==> config.mk <==
export PLATFORM = sky130hd
export DESIGN_NAME = lsu_mem_ctrl
export DESIGN_NICKNAME = d
export VERILOG_FILES = /design/src/rtl/lsu_pkg.sv /design/src/rtl/lsu_lane_align.sv /design/src/rtl/lsu_mem_ctrl.sv
export SDC_FILE = /design/constraint.sdc
export NUM_CORES = 1
export LEC_CHECK = 0
export CORE_ASPECT_RATIO = 2
export CORE_UTILIZATION = 50
export CTS_CLUSTER_SIZE = 12
export DETAILED_ROUTE_END_ITERATION = 12
export PLACE_DENSITY = 0.77
export SKIP_LAST_GASP = 1
export SLEW_MARGIN = 20
export SYNTH_ARGS = -nofsm -noshare
export SYNTH_HDL_FRONTEND = slang
export SYNTH_SLANG_ARGS = --single-unit
==> constraint.sdc <==
create_clock -name clk -period 7.9 [get_ports clk]
set_input_delay 1.185 -clock clk [delete_from_list [all_inputs] [get_ports clk]]
set_output_delay 1.185 -clock clk [all_outputs]
set_load 0.02 [all_outputs]
==> src/rtl/lsu_pkg.sv <==
`default_nettype none
// ============================================================================
// Module      : lsu_pkg
// Description : Shared definitions for the load/store memory controller:
//               access size encodings, controller state encoding and the
//               alignment check applied to every incoming request.
// Revision    : 1.0 - initial release
// ============================================================================
package lsu_pkg;

    // Access size encodings as presented by the core
    localparam logic [1:0] SZ_B = 2'b00;
    localparam logic [1:0] SZ_H = 2'b01;
    localparam logic [1:0] SZ_W = 2'b10;
    localparam logic [1:0] SZ_X = 2'b11;   // reserved, always rejected

    typedef enum logic [2:0] {
        IDLE     = 3'd0,
        RD       = 3'd1,
        RMW_RD   = 3'd2,
        RMW_WR   = 3'd3,
        WR       = 3'd4,
        RESP     = 3'd5,
        ERR_RESP = 3'd6
    } lsu_state_t;

    // A request is rejected when its size is reserved or its byte address is
    // not a multiple of the access size.
    function automatic logic is_misaligned(input logic [1:0] size,
                                           input logic [1:0] addr_lo);
        logic bad;
        case (size)
            SZ_B:    bad = 1'b0;
            SZ_H:    bad = addr_lo[0];
            SZ_W:    bad = (addr_lo != 2'b00);
            default: bad = 1'b1;
        endcase
        return bad;
    endfunction

endpackage
`default_nettype wire

==> src/rtl/lsu_lane_align.sv <==
`default_nettype none
// ============================================================================
// Module      : lsu_lane_align
// Description : Combinational byte-lane steering. Extracts and sign/zero
//               extends the addressed byte/half/word of a memory word for
//               loads, and merges right-justified store data into the
//               addressed lanes of a memory word for sub-word stores.
//               Lanes are little-endian: byte k lives in bits [8k+7:8k].
// Ports       : addr_lo     byte offset within the word
//               size        access size (SZ_B/SZ_H/SZ_W)
//               is_unsigned 1 = zero-extend loads, 0 = sign-extend
//               rdata       word read from memory
//               wdata       store data, right-justified
//               load_data   aligned, extended load result
//               merge_data  rdata with the addressed lanes replaced
// Revision    : 1.0 - initial release
// ============================================================================
module lsu_lane_align
    import lsu_pkg::*;
(
    input  logic [1:0]  addr_lo,
    input  logic [1:0]  size,
    input  logic        is_unsigned,
    input  logic [31:0] rdata,
    input  logic [31:0] wdata,
    output logic [31:0] load_data,
    output logic [31:0] merge_data
);

    logic [7:0]  w_byte;
    logic [15:0] w_half;

    always_comb begin
        w_byte     = rdata[{addr_lo, 3'b000} +: 8];
        w_half     = rdata[{addr_lo[1], 4'b0000} +: 16];
        load_data  = rdata;
        merge_data = wdata;
        case (size)
            SZ_B: begin
                load_data  = {{24{~is_unsigned & w_byte[7]}}, w_byte};
                merge_data = rdata;
                merge_data[{addr_lo, 3'b000} +: 8] = wdata[7:0];
            end
            SZ_H: begin
                load_data  = {{16{~is_unsigned & w_half[15]}}, w_half};
                merge_data = rdata;
                merge_data[{addr_lo[1], 4'b0000} +: 16] = wdata[15:0];
            end
            default: begin
                load_data  = rdata;
                merge_data = wdata;
            end
        endcase
    end

endmodule
`default_nettype wire

==> src/rtl/lsu_mem_ctrl.sv <==
`default_nettype none
// ============================================================================
// Module      : lsu_mem_ctrl
// Description : Initiator for a stalling word-memory port. Takes one RISC-V
//               load/store at a time from the core, holds the memory request
//               until mem_ready, performs read-modify-write for byte/half
//               stores and returns aligned, extended load data with a
//               one-cycle response pulse. Misaligned/illegal requests,
//               memory errors and ready timeouts complete with resp_err.
// Ports       : req_*   core request (accepted only while req_ready)
//               resp_*  one-cycle completion pulse with data and error
//               mem_*   word memory handshake (enable/wr/ready/err)
// Revision    : 1.0 - initial release
// ============================================================================
module lsu_mem_ctrl
    import lsu_pkg::*;
#(
    parameter int ADDR_W  = 14,
    parameter int DATA_W  = 32,
    parameter int TIMEOUT = 255
) (
    input  logic              clk,
    input  logic              rst_n,
    input  logic              req_valid,
    output logic              req_ready,
    input  logic              req_we,
    input  logic [1:0]        req_size,
    input  logic              req_unsigned,
    input  logic [ADDR_W+1:0] req_addr,
    input  logic [DATA_W-1:0] req_wdata,
    output logic              resp_valid,
    output logic [DATA_W-1:0] resp_rdata,
    output logic              resp_err,
    output logic              mem_enable,
    output logic              mem_wr,
    output logic [ADDR_W-1:0] mem_addr,
    output logic [DATA_W-1:0] mem_wdata,
    input  logic [DATA_W-1:0] mem_rdata,
    input  logic              mem_ready,
    input  logic              mem_err
);

    localparam int                 c_cnt_w    = $clog2(TIMEOUT + 1);
    localparam logic [c_cnt_w-1:0] c_cnt_last = c_cnt_w'(TIMEOUT - 1);
    localparam logic [c_cnt_w-1:0] c_cnt_max  = c_cnt_w'(TIMEOUT);

    lsu_state_t          r_state;
    logic [c_cnt_w-1:0]  r_cnt;
    logic [1:0]          r_size;
    logic [1:0]          r_addr_lo;
    logic                r_unsigned;
    logic [DATA_W-1:0]   r_wdata;

    logic [DATA_W-1:0]   w_load;
    logic [DATA_W-1:0]   w_merge;
    logic                w_misaligned;
    logic                w_timeout;

    assign w_misaligned = is_misaligned(req_size, req_addr[1:0]);
    // Last allowed non-ready cycle of the current access
    assign w_timeout    = (r_cnt == c_cnt_last);

    lsu_lane_align u_lane_align (
        .addr_lo     (r_addr_lo),
        .size        (r_size),
        .is_unsigned (r_unsigned),
        .rdata       (mem_rdata),
        .wdata       (r_wdata),
        .load_data   (w_load),
        .merge_data  (w_merge)
    );

    // All outputs are registered and updated together with the state, so
    // every mem_* value is constant for the whole time a state is held.
    always_ff @(posedge clk or negedge rst_n) begin
        if (!rst_n) begin
            r_state    <= IDLE;
            r_cnt      <= '0;
            r_size     <= '0;
            r_addr_lo  <= '0;
            r_unsigned <= 1'b0;
            r_wdata    <= '0;
            req_ready  <= 1'b1;
            resp_valid <= 1'b0;
            resp_rdata <= '0;
            resp_err   <= 1'b0;
            mem_enable <= 1'b0;
            mem_wr     <= 1'b0;
            mem_addr   <= '0;
            mem_wdata  <= '0;
        end else begin
            // Response fields are pulses: cleared unless a transition sets them
            resp_valid <= 1'b0;
            resp_err   <= 1'b0;
            resp_rdata <= '0;
            case (r_state)
                IDLE: begin
                    if (req_valid) begin
                        r_size     <= req_size;
                        r_unsigned <= req_unsigned;
                        r_addr_lo  <= req_addr[1:0];
                        r_wdata    <= req_wdata;
                        r_cnt      <= '0;
                        req_ready  <= 1'b0;
                        if (w_misaligned) begin
                            r_state    <= ERR_RESP;
                            resp_valid <= 1'b1;
                            resp_err   <= 1'b1;
                        end else begin
                            mem_enable <= 1'b1;
                            mem_addr   <= req_addr[ADDR_W+1:2];
                            if (!req_we) begin
                                r_state <= RD;
                                mem_wr  <= 1'b0;
                            end else if (req_size == SZ_W) begin
                                r_state   <= WR;
                                mem_wr    <= 1'b1;
                                mem_wdata <= req_wdata;
                            end else begin
                                r_state <= RMW_RD;
                                mem_wr  <= 1'b0;
                            end
                        end
                    end
                end
                RD, RMW_RD: begin
                    if (mem_ready) begin
                        if (mem_err) begin
                            r_state    <= ERR_RESP;
                            mem_enable <= 1'b0;
                            resp_valid <= 1'b1;
                            resp_err   <= 1'b1;
                        end else if (r_state == RD) begin
                            r_state    <= RESP;
                            mem_enable <= 1'b0;
                            resp_valid <= 1'b1;
                            resp_rdata <= w_load;
                        end else begin
                            // Keep enable high straight into the write phase
                            r_state   <= RMW_WR;
                            mem_wr    <= 1'b1;
                            mem_wdata <= w_merge;
                            r_cnt     <= '0;
                        end
                    end else if (w_timeout) begin
                        r_cnt      <= c_cnt_max;
                        r_state    <= ERR_RESP;
                        mem_enable <= 1'b0;
                        mem_wr     <= 1'b0;
                        resp_valid <= 1'b1;
                        resp_err   <= 1'b1;
                    end else begin
                        r_cnt <= r_cnt + c_cnt_w'(1);
                    end
                end
                WR, RMW_WR: begin
                    if (mem_ready) begin
                        r_state    <= mem_err ? ERR_RESP : RESP;
                        mem_enable <= 1'b0;
                        mem_wr     <= 1'b0;
                        resp_valid <= 1'b1;
                        resp_err   <= mem_err;
                    end else if (w_timeout) begin
                        r_cnt      <= c_cnt_max;
                        r_state    <= ERR_RESP;
                        mem_enable <= 1'b0;
                        mem_wr     <= 1'b0;
                        resp_valid <= 1'b1;
                        resp_err   <= 1'b1;
                    end else begin
                        r_cnt <= r_cnt + c_cnt_w'(1);
                    end
                end
                RESP, ERR_RESP: begin
                    r_state   <= IDLE;
                    req_ready <= 1'b1;
                end
                default: begin
                    r_state    <= IDLE;
                    req_ready  <= 1'b1;
                    mem_enable <= 1'b0;
                    mem_wr     <= 1'b0;
                end
            endcase
        end
    end

endmodule
`default_nettype wire

# Word-level counts from Yosys, hierarchy flattened
# Cells that the tools add are included.
[op_classes] add_sub_neg=3 n_eq_ne=21 shift=6 n_mux=67 bitwise=6 reduce_logical=17
[op_table] op="$mux 32" n=11
[op_table] op="$pmux 32 s2" n=3
[op_table] op="$bwmux 32" n=2
[op_table] op="$mux 8" n=6
[op_table] op="$shift 16x7->32 const A" n=1
[op_table] op="$shift 8x7->32 const A" n=1
[op_table] op="$shiftx 16x7->32" n=1
[op_table] op="$shiftx 32x6->16" n=1
[op_table] op="$shiftx 32x6->8" n=1
[op_table] op="$shiftx 8x7->32" n=1
[op_table] op="$mux 1" n=27
[op_table] op="$mux 3" n=9
[op_table] op="$pmux 8 s3" n=1
[op_table] op="$ne 2x2->1 const B" n=8
[op_table] op="$neg 5->7" n=2
[op_table] op="$reduce_and 5->1" n=2
[op_table] op="$eq 3x3->1 const B" n=3
[op_table] op="$pmux 1 s3" n=3
[op_table] op="$pmux 3 s3" n=1
[op_table] op="$add 8x1->8 const B" n=1
[op_table] op="$eq 8x8->1 const B" n=1
[op_table] op="$pmux 1 s4" n=2
[op_table] op="$reduce_and 8->1" n=1
[op_table] op="$eq 3x2->1 const B" n=2
[op_table] op="other kinds (18)" n=29
[word_totals] reg_bits=131 input_bits=89 output_inout_bits=83

# Logic depth before layout (Yosys ltp)
# Gate-level depths: netlist (run 1).
[logic_depth] word_depth=8 depth_mapped=10 mapped_depth_nobuf=6

# By module
# From an unflattened synthesis (run 1), not the netlist that was laid out.
[hier_totals] hier_cells=704 area_unflattened_um2=7619.8
[modules_own_cells] module="lsu_mem_ctrl" n_inst=1 cells_each=411 area_each_um2=5738.0
[modules_own_cells] module="lsu_lane_align" n_inst=1 cells_each=293 area_each_um2=1881.8

# Least setup slack after synthesis (run 1)
# No wires, ideal clock.
[synth_timing] kind="register to register" startpoint="register r_addr_lo[1]" endpoint="register mem_wdata[0]" t_arrival_ns=2.519 t_required_ns=7.771 path_slack_ns=5.252 stages_incl_launch_ff=11 cell_sequence="dfrtp_1 buf_4 buf_2 inv_1 clkbuf_1 ha_1 clkbuf_1 nor2_1 a311o_1 a221oi_1 o31ai_1"
[synth_between] elab_chain_cells=8
[synth_rtl] element="from (decl)" line="lsu_mem_ctrl.sv:50" source="logic [1:0] r_addr_lo;"
[synth_rtl] element="from (signal assigned)" line="lsu_mem_ctrl.sv:101" source="r_addr_lo <= req_addr[1:0];"
[synth_rtl] element="$neg 5->7, on equally long branches" line="lsu_lane_align.sv:47, lsu_lane_align.sv:42"
[synth_rtl] element="$shiftx 16x7->32, or another cell as far along" line="lsu_lane_align.sv:47" source="merge_data[{addr_lo[1], 4'b0000} +: 16] = wdata[15:0];"
[synth_rtl] element="$bwmux 32, on equally long branches" line="lsu_lane_align.sv:47, lsu_lane_align.sv:42"
[synth_rtl] element="$pmux 32 s2 (*)" line="lsu_lane_align.sv:38" source="case (size)"
[synth_rtl] element="$mux 32 (*)" line="lsu_mem_ctrl.sv:133" source="end else if (r_state == RD) begin"
[synth_rtl] element="$mux 32 (*)" line="lsu_mem_ctrl.sv:128" source="if (mem_err) begin"
[synth_rtl] element="$mux 32 (*)" line="lsu_mem_ctrl.sv:127" source="if (mem_ready) begin"
[synth_rtl] element="$pmux 32 s2 (*)" line="lsu_mem_ctrl.sv:96" source="case (r_state)"
[synth_rtl] element="to (signal assigned)" line="lsu_mem_ctrl.sv:118" source="mem_wdata <= req_wdata;"
[synth_rtl] element="to (signal assigned)" line="lsu_mem_ctrl.sv:142" source="mem_wdata <= w_merge;"
[synth_rtl] element="to (decl)" line="lsu_mem_ctrl.sv:37" source="output logic [DATA_W-1:0] mem_wdata,"
# Mark *: on every way between the ends. The rest lies on a longest branch, timed or not. The select of a mux whose other input is x is not followed.
# A chain may end at the register's enable or synchronous reset.

# Worst setup path in the final report (run 1)
[layout_timing] startpoint="input req_valid" endpoint="register mem_addr[8]"
[layout_between] elab_chain_cells=1
[layout_rtl] element="from (decl)" line="lsu_mem_ctrl.sv:24" source="input logic req_valid,"
[layout_rtl] element="$reduce_and 3->1 (no line)"
[layout_rtl] element="to (signal assigned)" line="lsu_mem_ctrl.sv:111" source="mem_addr <= req_addr[ADDR_W+1:2];"
[layout_rtl] element="to (decl)" line="lsu_mem_ctrl.sv:36" source="output logic [ADDR_W-1:0] mem_addr,"
# Every way passes these cells.

==> results.py, run 1 <==
metrics = {
    "grt": {
        "grt_pass1_wl_um": 38100,
        "antenna_found_initial": 0,
        "first_global_vias": 6787,
        "grt_max_degree": 84,
        "grt-ovfl-total": 0,
        "grtUsageTotal": 0.352,
    },
    "synthesis": {
        "synthCells": 724,
        "synthArstFlopShare": 1.00,
        "netlist_area_um2": 7140,
        "yosys_register_bits": 131,
        "yosys_warnings": 0,
        "synth_flop_cell": "dfrtp_1",
        "synth.distinct_cells": 67,
        "ys_seq_area_frac": 0.459,
        "syn_nets": 820,
        "synth-edff-count": 0,
        "synth_area_per_cell_um2": 9.86,
    },
    "detailed_routing": {
        "dr_wl_met3_um": 1560,
        "drt_iter0_markers": 480,
        "via_count": 6720,
        "routedWlPerCell_um": 23.8,
        "drt-pass1-iter-count": 7,
        "route.detailed.drc": 0,
        "met1Wirelength_um": 8060,
        "top_layer": "met4",
        "ant_nets": 0,
        "wl_met2_um": 13800,
        "routed_via_density": 6.33,
        "wl_um": 25300,
    },
    "final_layout": {
        "final_cell_mix": "clkdlybuf4s50_1 (170), dfrtp_1 (129), o21ai_0 (69)",
        "fin_nets": 957,
        "layout-drive-gt1-share": 0.116,
        "antennaDiodeCount": 0,
        "stdcell_area_um2": 9450,
        "final_common_cell": "clkdlybuf4s50_1",
        "finalCoreUtilization": 0.680,
        "area_growth_pct": 32.3,
    },
    "critical_path": {
        "required_ps": 8200,
        "cp-startpoint": "req_valid",
        "startpoint_type": "input pin",
        "critPathKind": "in2reg",
        "r2r_start": "r_addr_lo[1]",
        "r2r_slack_ps": 4480,
        "crit_path_end_kind": "flop",
        "cp.arrival_ps": 4030,
        "crit_path_max_fanout": 35,
    },
    "cts": {
        "holdBufCountCts": 0,
        "clk_latency_ps": 430,
        "root_buffer": "clkbuf_16",
        "cts_buffers": 17,
        "cts_htree_levels": 4,
        "postCtsSetupBuffers": 0,
        "cts_sinks": 131,
        "cts_tree": "done",
        "clockBufferDepth": 2,
        "post_cts_resized": 0,
        "path_clk_slew_ps": 60,
    },
    "sta": {
        "timing.final.crit_share": 0.471,
        "tightest_slew_ps": 1060,
        "tns_ps": 0,
        "rsz0062_at_grt": "no",
        "skew_ps": 12.4,
        "relSlewSlack": 0.294,
        "max_freq_ghz": 0.269,
        "setup_viol": 0,
        "hold_ws_ps": 492,
        "setup_slack_ps": 4180,
        "layout_min_cycle_time_ps": 3720,
        "finalMaxSlewViolations": 0,
        "hold_viol": 0,
    },
    "pwr": {
        "ir_worst_vdd_uv": 237,
        "power_density_nw_per_um2": 408,
        "p_leak_nw": 3.84,
    },
    "placement": {
        "dp_hpwl_um": 18700,
        "dp_slack_ps": 3760,
        "port_buffers": 171,
        "dpl-instance-area_um2": 8840,
        "gp_congestion": 1.00,
    },
    "worst_hold_path": {
        "hold_path.class": "reg2reg",
        "worstHoldStart": "mem_addr[9]",
    },
    "job": {
        "max_cap_violations": 0,
    },
    "floorplanning": {
        "dieHeight_um": 171,
        "initial_utilization": 0.514,
        "dieArea_um2": 14800,
        "placementRows": 61,
        "die_x_um": 86.5,
        "core_area_um2": 13900,
        "ios": 172,
    },
    "status": {
        "outcome": "complete, no violations",
    },
}
==> area by class of cell <==
type | instances | area [um^2]
Timing Repair Buffer | 178 | 1760
Inverter | 36 | 135
Clock buffer | 19 | 443
Sequential cell | 131 | 3280
Tap cell | 189 | 236
Fill cell | 1164 | 4440
Multi-Input combinational cell | 497 | 3430
Clock inverter | 12 | 158
==> where the power goes <==
part           total, mW  switching [mW]  leakage (nW)  internal (mW)
clock network      0.821           0.317         0.285          0.504
logic               1.85            1.10          1.89          0.754
registers           1.18           0.265          1.66          0.920
==> critical path: stages <==
cell             delay, ps
clkdlybuf4s50_1        660
nor4b_2                890
buf_4                  540
o21ai_2                340
mux2_1                 400
==> state kept, by name, summed over array words and instances, names as in the netlist <==
name and count:
resp_valid 1, mem_wdata 32, resp_err 1, r_wdata 32, mem_enable 1, r_addr_lo 2
r_unsigned 1, req_ready 1, r_cnt 8, mem_addr 14, mem_wr 1, r_state 3
r_size 2, resp_rdata 32
==> metrics by stage <==
stage | cells | power, mW
6_report | 1062 | 3.86
5_1_grt | 1062 | 4.04
4_1_cts | 1062 | 3.84
3_5_place_dp | 1031 | 3.01
3_3_place_gp | 1031 | 2.96
2_1_floorplan | 724 | 2.32
==> path summary, 6_finish.rpt <==
check,endpoint,cells after the start
max in group asynchronous,mem_wdata[15],2
worst max-delay path,mem_addr[8],5
worst min-delay path,mem_addr[9],1
worst max register to register,mem_wdata[7],7
worst min register to register,mem_addr[9],1
min in group asynchronous,mem_addr[2],1
==> cells in the mapped netlist (all sizes together), types with 3 or more instances <==
master  instances  area (um^2)
dfrtp         130         3250
o21ai          71          359
mux2           55          619
nor2           51          191
nand2          46          173
inv            36          135
a21oi          32          164
buf            32          199
o31ai          31          233
clkbuf         28          105
a211oi         17          133
a221oi         15          131
nor3           15         85.1
nand3          14         70.1
o211ai         12         90.1
nand4          11         68.8
nor4b          10          109
mux2i           9         90.1
and4b           8         80.1
nand2b          8         50.1
nor3b           8         60.1
o41ai           8         70.1
ha              7         87.6
o2111a          7         78.8
o22ai           7         43.8
or2             5         31.3
a21o            4         30.0
a31oi           4         25.0
o21a            4         30.0
nor2b           3         18.8
o32ai           3         26.3
or3             3         18.8
==> routing by layer <==
layer,GRT usage,vias to the layer above
met3,0.0666,112
met1,0.343,3241
met5,0,-
met4,0.257,0
li1,-,2959
met2,0.645,408
==> logic make-up after synthesis <==
| family | count (synthesis) | synth area share |
|---|---|---|
| AO/OA/AOI/OAI | 232 | 0.220 |
| AND/OR/NAND/NOR | 193 | 0.146 |
| flip-flops | 131 | 0.459 |
| buffers and inverters | 96 | 0.0615 |
| multiplexers | 64 | 0.0993 |
| adder cells (fa/ha/maj) | 7 | 0.0123 |
| XOR/XNOR | 1 | 0.00228 |
No activity file was read; power rests on OpenSTA's default activity.
==> run 2: changes to the inputs <==
==> constraint.sdc (replaced) <==
create_clock -name clk -period 3.6 [get_ports clk]
set_input_delay 0.54 -clock clk [delete_from_list [all_inputs] [get_ports clk]]
set_output_delay 0.54 -clock clk [all_outputs]
set_load 0.02 [all_outputs]
==> run 2 against run 1 <==
Critical endpoint is now mem_wdata[7]. Global-route usage is 0.51 points higher. Combinational power is 120% higher. Largest power group unchanged. Non-clock buffer count is 10 higher. Count of clock-buffer cells in the layout stayed put. Highest routed layer unchanged.
==> results.py, run 2 (synthesis gave the netlist of run 1 again) <==
metrics = {
    "status": {
        "outcome": "complete, no violations",
    },
    "critical_path": {
        "crit_chain": "inv_1, ha_1, nor2_1, a311o_1, a221oi_1, o31ai_1",
        "cp.arrival_ps": 2960,
        "crit_path_max_fanout": 11,
        "required_ps": 3880,
        "critPathKind": "reg2reg",
        "crit_path_end_kind": "flop",
        "max_stage_delay_ps": 620,
        "startpoint_type": "flop",
        "worst_path_max_delay_cell": "a221oi_1",
    },
    "cts": {
        "postCtsSetupBuffers": 0,
        "clockBufferDepth": 2,
        "post_cts_resized": 0,
        "cts_htree_levels": 4,
        "path_clk_slew_ps": 70,
        "root_buffer": "clkbuf_16",
        "cts_sinks": 131,
        "clk_latency_ps": 420,
        "cts_tree": "done",
        "cts_buffers": 17,
        "holdBufCountCts": 0,
    },
    "sta": {
        "finalMaxSlewViolations": 0,
        "tightest_slew_ps": 1060,
        "rsz0062_at_grt": "no",
        "setup_slack_ps": 925,
        "relSlewSlack": 0.293,
        "max_freq_ghz": 0.374,
        "tns_ps": 0,
        "skew_ps": 11.9,
        "hold_ws_ps": 192,
        "layout_min_cycle_time_ps": 2680,
        "setup_viol": 0,
        "hold_viol": 0,
        "timing.final.crit_share": 0.743,
    },
    "detailed_routing": {
        "ant_nets": 0,
        "wl_um": 25500,
        "drt-pass1-iter-count": 6,
        "drt_iter0_markers": 491,
        "routed_via_density": 6.27,
        "via_count": 6725,
        "route.detailed.drc": 0,
        "routedWlPerCell_um": 23.7,
    },
    "placement": {
        "dp_slack_ps": 848,
        "port_buffers": 171,
        "dp_hpwl_um": 18800,
        "dp_cells": 1041,
        "gp_congestion": 1.02,
    },
    "pwr": {
        "power_frac_seq": 0.312,
        "power_density_nw_per_um2": 887,
        "internal_power_mw": 4.69,
        "combPwrFrac": 0.490,
        "p_leak_nw": 3.88,
        "switching_share": 0.443,
        "power.switching_mw": 3.74,
        "clkPwrFrac": 0.198,
        "power.total_mw": 8.43,
        "ir_worst_vdd_uv": 599,
    },
    "final_layout": {
        "area_growth_pct": 33.1,
        "seq_area_um2": 3280,
        "fin_cells": 1073,
        "fillers": 1150,
        "antennaDiodeCount": 0,
        "fin_nets": 967,
        "final_cell_mix": "clkdlybuf4s50_1 (170), dfrtp_1 (129), o21ai_0 (69)",
        "final_common_cell": "clkdlybuf4s50_1",
        "reg.largest.list": "mem_wdata (32), r_wdata (32), resp_rdata (32)",
        "multi_input_area_um2": 3430,
        "layout-drive-gt1-share": 0.123,
    },
    "floorplanning": {
        "die_x_um": 86.5,
        "ios": 172,
        "initial_utilization": 0.514,
        "dieArea_um2": 14800,
        "placementRows": 61,
        "dieHeight_um": 171,
        "core_area_um2": 13900,
    },
    "job": {
        "max_cap_violations": 0,
    },
    "grt": {
        "antenna_found_initial": 0,
        "grt-ovfl-total": 0,
        "grtUsageTotal": 0.357,
        "grt_max_degree": 72,
        "grt_pass1_wl_um": 38400,
        "first_global_vias": 6833,
    },
    "worst_hold_path": {
        "hold_path.class": "in2async",
    },
}
## run 2: power groups by stage
| stage | logic [mW] | clock network (mW) | registers, mW |
|---|---|---|---|
| 2_1_floorplan | 2.39 | 0 | 2.69 |
| 3_3_place_gp | 3.97 | 0 | 2.59 |
| 3_5_place_dp | 4.05 | 0 | 2.61 |
| 4_1_cts | 4.08 | 1.68 | 2.59 |
| 5_1_grt | 4.41 | 1.76 | 2.68 |
| 6_report | 4.13 | 1.67 | 2.63 |
## run 2: through the flow
stage	util	cell area, um^2
floorplan	-	7140
global placement	0.644	8940
detailed placement	0.644	8940
CTS	0.684	9510
global route	0.684	9510
finish	0.684	9510
## run 2: path summary, 6_finish.rpt
| path | from | end | slack, ps | depth (start not counted) |
|---|---|---|---|---|
| worst max-delay path | r_addr_lo[0] | mem_wdata[7] | 920 | 6 |
| worst min-delay path | rst_n | mem_addr[2] | 190 | 1 |
| worst max register to register | r_addr_lo[0] | mem_wdata[7] | 920 | 6 |
| worst min register to register | mem_addr[5] | mem_addr[5] | 490 | 1 |
| max in group asynchronous | rst_n | req_ready | 2520 | 2 |
| min in group clk | mem_addr[5] | mem_addr[5] | 490 | 1 |
## run 2: cell type report
class | instances | share of cell area
sequential | 131 | 0.345
multi-input combinational | 497 | 0.361
tap | 189 | 0.0249
inverter | 36 | 0.0142
clock inverter | 13 | 0.0136
timing repair buffer | 188 | 0.196
clock buffer | 19 | 0.0455
## run 2: worst max-delay path: cells and delay by family, from the launching register on
family,cells,cell delay [ps]
and+or+nand+nor,1,70
DFF,1,520
AOI/OAI and AO/OA,3,1230
buffers and inverters,1,200
adders and majority gates,1,520
## run 2: per-layer routing
layer  share of wire  GRT usage  routed length (um)  vias up
met3           0.060     0.0695                1530      108
li1                -          -                   -     2981
met1            0.32      0.344                8060     3279
met4           0.077      0.254                1950        0
met2            0.55      0.660               13900      357
met5               0          0                   0        -
